--- config.mk ---
export PLATFORM = sky130hd
export DESIGN_NAME = m_instrtimer_flat
export DESIGN_NICKNAME = d
export VERILOG_FILES = /design/src/rtl/m_instrtimer_if.sv /design/src/rtl/m_instrtimer.sv /design/src/flat_wrapper.sv
export SDC_FILE = /design/constraint.sdc
export NUM_CORES = 1
export LEC_CHECK = 0
export CAP_MARGIN = 5
export CORE_ASPECT_RATIO = 1.4
export CORE_MARGIN = 1.5
export CORE_UTILIZATION = 44
export DETAILED_ROUTE_END_ITERATION = 10
export PLACE_DENSITY = 0.89
export SYNTH_ARGS = -nofsm -noshare
export SYNTH_HDL_FRONTEND = slang
export SYNTH_SLANG_ARGS = --single-unit
--- constraint.sdc ---
create_clock -name clk -period 2.9 [get_ports clk]
set_input_delay 0.435 -clock clk [delete_from_list [all_inputs] [get_ports clk]]
set_output_delay 0.435 -clock clk [all_outputs]
set_load 0.01 [all_outputs]
--- src/rtl/m_instrtimer_if.sv ---
// Bus bundle for m_instrtimer: start/boundary controls and address in, ALU-B operand and counters out.
interface m_instrtimer_if;
    logic        start;
    logic        sa16;
    logic        sa17;
    logic [31:0] ADR_O;
    logic [31:0] QQ;
    logic        corerunning;
    logic        nobuserror;
    logic [63:0] mcycle;
    logic [63:0] minstret;

    modport master (
        output start, sa16, sa17, ADR_O,
        input  QQ, corerunning, nobuserror, mcycle, minstret
    );

    modport slave (
        input  start, sa16, sa17, ADR_O,
        output QQ, corerunning, nobuserror, mcycle, minstret
    );
endinterface

--- src/rtl/m_instrtimer.sv ---
// Per-instruction timer folded into a 64-bit mcycle at boundaries, start qualification, timeout bus error, ALU-B mux.
// Latency: QQ/nobuserror combinational; mcycle/minstret/corerunning visible the cycle after the sampling edge.
// Backpressure: none, always accepts; INSTRTIMER_MINSTRET_EN adds the retired-instruction counter.
module m_instrtimer #(
    parameter int CNTW     = 6,
    parameter int TIMEOUT  = 63,
    parameter int STARTLEN = 64
) (
    input  logic           clk,
    input  logic           rst,
    m_instrtimer_if.slave  bus
);
    localparam logic [CNTW-1:0] TMO   = CNTW'(TIMEOUT);
    localparam logic [CNTW-1:0] ONE   = CNTW'(1);
    localparam logic [15:0]     QLAST = 16'(STARTLEN - 1);

    logic [15:0]     qcnt;
    logic [CNTW-1:0] rccnt;
    logic            running;
    logic            tflag;
    logic [63:0]     mcycle_q;
    logic            hit;
    logic [31:0]     qq;

    // Boundary in the same cycle suppresses the error; tflag limits it to one cycle.
    assign hit = running & ~bus.sa16 & (rccnt == TMO) & ~tflag;

    always_ff @(posedge clk) begin
        if (rst) begin
            qcnt     <= '0;
            rccnt    <= ONE;
            running  <= 1'b0;
            tflag    <= 1'b0;
            mcycle_q <= '0;
        end else if (!running) begin
            rccnt <= ONE;
            tflag <= 1'b0;
            if (bus.start) begin
                qcnt <= qcnt + 16'd1;
                if (qcnt == QLAST)
                    running <= 1'b1;
            end else begin
                qcnt <= '0;
            end
        end else if (bus.sa16) begin
            mcycle_q <= mcycle_q + 64'(rccnt);
            rccnt    <= ONE;
            tflag    <= 1'b0;
        end else begin
            if (rccnt != TMO)
                rccnt <= rccnt + ONE;
            if (hit)
                tflag <= 1'b1;
        end
    end

`ifdef INSTRTIMER_MINSTRET_EN
    logic [63:0] minstret_q;

    always_ff @(posedge clk) begin
        if (rst)
            minstret_q <= '0;
        else if (running && bus.sa16)
            minstret_q <= minstret_q + 64'd1;
    end

    assign bus.minstret = minstret_q;
`else
    assign bus.minstret = 64'h0;
`endif

    // Boundary exposes the timer in the low bits; otherwise the +3/+4 increment pattern.
    always_comb begin
        qq = bus.ADR_O;
        if (bus.sa16)
            qq[CNTW-1:0] = rccnt;
        else if (!bus.sa17)
            qq[1:0] = 2'b11;
    end

    assign bus.QQ          = qq;
    assign bus.corerunning = running;
    assign bus.nobuserror  = ~hit;
    assign bus.mcycle      = mcycle_q;
endmodule

--- src/flat_wrapper.sv ---
// flat-port wrapper written by rule: the top's interface ports become plain ports
module m_instrtimer_flat 
#(
    parameter int CNTW     = 6,
    parameter int TIMEOUT  = 63,
    parameter int STARTLEN = 64
)
  (clk, rst, bus_start, bus_sa16, bus_sa17, bus_ADR_O, bus_QQ, bus_corerunning, bus_nobuserror, bus_mcycle, bus_minstret);
  m_instrtimer_if bus_i ();
  input  logic clk;
  input  logic rst;
  input wire logic [$bits(bus_i.start)-1:0] bus_start;
  input wire logic [$bits(bus_i.sa16)-1:0] bus_sa16;
  input wire logic [$bits(bus_i.sa17)-1:0] bus_sa17;
  input wire logic [$bits(bus_i.ADR_O)-1:0] bus_ADR_O;
  output wire logic [$bits(bus_i.QQ)-1:0] bus_QQ;
  output wire logic [$bits(bus_i.corerunning)-1:0] bus_corerunning;
  output wire logic [$bits(bus_i.nobuserror)-1:0] bus_nobuserror;
  output wire logic [$bits(bus_i.mcycle)-1:0] bus_mcycle;
  output wire logic [$bits(bus_i.minstret)-1:0] bus_minstret;
  assign bus_i.start = bus_start;
  assign bus_i.sa16 = bus_sa16;
  assign bus_i.sa17 = bus_sa17;
  assign bus_i.ADR_O = bus_ADR_O;
  assign bus_QQ = bus_i.QQ;
  assign bus_corerunning = bus_i.corerunning;
  assign bus_nobuserror = bus_i.nobuserror;
  assign bus_mcycle = bus_i.mcycle;
  assign bus_minstret = bus_i.minstret;
  m_instrtimer #(.CNTW(CNTW), .TIMEOUT(TIMEOUT), .STARTLEN(STARTLEN)) u_core (.clk(clk), .rst(rst), .bus(bus_i));
endmodule
==> flow_metrics.tcl <==
set metrics [dict create \
    status "finished clean" \
    netlist_area_mm2 0.005080 \
    p_int_uw 1901 \
    antenna_found_initial 0 \
    leakagePower_uw 0.002016 \
    yosys.area.top_type_share_pct 34.68 \
    rows 46 \
    die_area_mm2 0.01221 \
    fmax_mhz 365.2 \
    cts_buffer_depth 2 \
    cts_tree "built" \
    cts-buffers-inserted 9 \
    drive_above_1_share_pct 7.803 \
    drt_iter0_drc 286 \
    worst_slew_pin_slew_ns 0.6938 \
    vias 4605 \
    hp-class "register to register" \
    io_buffer_count 82 \
    period_needed_ns 2.738 \
    synth_commonest_cells "buf_4, dfxtp_1, nor2_1" \
    final_antenna_net_count 0 \
    track_usage_pct 20.47 \
    switching_share_pct 22.47 \
    root_buffer "clkbuf_16" \
    avgRoutedWirePerCell_um 14.82 \
    die_y_um 130.1 \
    maxSlewViolCount 0 \
    synth_edf_count 0 \
    async_flop_share_pct 0 \
    place_congestion 0.8349 \
    reg2regPathDepth 7 \
    firstDrtPassIters 4 \
    finalWorstSetupSlack_ns 0.1617 \
    setup_tns_ns 0 \
    setup_viol 0 \
    endpoint_kind "primary output" \
    clk_pin_slew_ns 0.06 \
    startpoint_type "register" \
    drc 0 \
    hold_viol 0 \
    yosysUniqueCellTypes 54 \
    n_antenna_cell 0 \
    worstHoldPathCells 2 \
    critPathKind "register to primary output" \
    synth_ff_type "dfxtp_1" \
    nNetsFinal 734 \
    place_ws_ns 0.03129 \
    grt_pass1_vias 4129 \
    start_util_pct 45.03 \
    p_comb_share_pct 4.0 \
    skew_ns 0.007933 \
    ioPinCount 199 \
    core-area_mm2 0.01128 \
    ctsHoldBuffers 0 \
    max-cap-violations 0 \
    post_drt_via_cell_ratio 5.508 \
    min_period_over_period_pct 94.43 \
    grt_pass1_wl_mm 19.87 \
    powerDensity_mw_per_mm2 408.1 \
    yosysWarningCount 0 \
    cp.required_ns 2.47 \
    area_growth_pct 18.30 \
    h-tree-depth 3 \
    p_switching_uw 551.1 \
    synthTopCellsByArea "dfxtp_1, buf_4, a21oi_1, nor2_1, xor2_1" \
    synth_seq_area_share_pct 34.68 \
    avgSynthCellArea_um2 8.207 \
    cts.repair.resized 0 \
    synth_top_area_cell "dfxtp_1" \
    cts_num_sinks 88 \
    post_cts_buffers 0 \
    netlist_instances 619 \
    grt_setup_unrepaired "false" \
    ys_ff_latch 88 \
    wl_mm 12.39 \
    final_area_mm2 0.006010 \
    maxSlewHeadroom_pct 53.44 \
    die_x_um 93.81 \
    place_area_mm2 0.005722 \
    ir_drop_v 0.0003188 \
    grt_max_degree 35 \
    seq_power_share_pct 49.4 \
    crit_arrival_ns 2.30 \
    synth.most_common_cell "buf_4" \
    clk_latency_ns 0.34 \
    grt_overflow_total 0 \
    clockPowerShare_pct 46.6 \
    dp_hpwl_mm 9.164 \
    cp_max_fo 6 \
]
-- routing by layer --
metal | routed length (µm) | global-route usage (%) | up-vias | share of wire, %
li1 | - | - | 2222 | -
met1 | 4621 | 21.99 | 2163 | 37
met2 | 6425 | 36.79 | 179 | 52
met3 | 940 | 5.128 | 41 | 7.6
met4 | 403 | 10.54 | 0 | 3.3
met5 | 0 | 0 | - | 0
-- layout by cell type, fill, tap and decap left out, drive strengths merged, types with 13 or more instances in the layout --
cell type and count:
dfxtp 88, clkdlybuf4s50 81, conb 64, nor2 55, a21oi 50, nand2 42
nand3 28, nand4 25, or3 23, xor2 23, o21ai 23, or4 23
buf 22, o31ai 18, xnor2 13
-- through the flow --
step / hold slack [ns] / std cells / utilization (%) / total power [µW]
2_1_floorplan: 0.4211 / 682 / - / 1403
3_3_place_gp: 0.4291 / 821 / 50.72 / 1334
3_5_place_dp: 0.4388 / 821 / 50.72 / 1335
4_1_cts: 0.4485 / 836 / 53.27 / 2466
5_1_grt: 0.4752 / 836 / 53.27 / 2534
6_report: 0.4484 / 836 / 53.27 / 2452
-- kinds of logic (layout without fill, tap and decap cells) --
group	after synthesis	in the layout	share of synthesized area, %
AO/OA/AOI/OAI	112	112	13.13
XOR/XNOR	36	36	6.207
adder cells (fa/ha/maj)	9	9	2.365
buffers and inverters	116	126	15.32
flip-flops	88	88	34.68
multiplexers	9	9	1.946
other	1	64	0.07382
AND/OR/NAND/NOR	248	248	26.28
-- flip-flops by register name (all words and copies together) (netlist names) --
register                flops
u_core.rccnt                6
u_core.bus.corerunning      1
u_core.tflag                1
u_core.qcnt                16
u_core.bus.mcycle          64
-- final timing paths --
path | start | end | slack (ns)
max reg2reg | u_core.rccnt[3] | u_core.bus.mcycle[61] | 0.17
min reg2reg | u_core.tflag | u_core.tflag | 0.45
max | u_core.rccnt[1] | bus_nobuserror | 0.16
min | u_core.tflag | u_core.tflag | 0.45
-- power by group through the flow --
stage               Combinational [µW]  Clock (µW)  Sequential [µW]
floorplan                          165           0             1240
finish                            98.8        1140             1210
detailed placement                97.1           0             1240
CTS                               97.2        1160             1210
global route                       110        1210             1210
global placement                  95.7           0             1240
-- final cells by class --
class / instances / area (µm²)
inverter: 8 / 30.03
clock inverter: 5 / 58.81
multi-input combinational: 478 / 2776
timing repair buffer: 103 / 973.4
sequential: 88 / 1762
fill: 1047 / 5271
tap: 144 / 180.2
clock buffer: 10 / 229.0
-- worst max-delay path, stage by stage, from the launching register on --
cell and delay [ns]:
dfxtp_1 0.45, ha_1 0.24, nand2_1 0.11, nor2_1 0.12
nand2_1 0.15, or3_1 0.40, clkdlybuf4s50_1 0.49
Note: power is estimated with default switching activity, not from simulation.
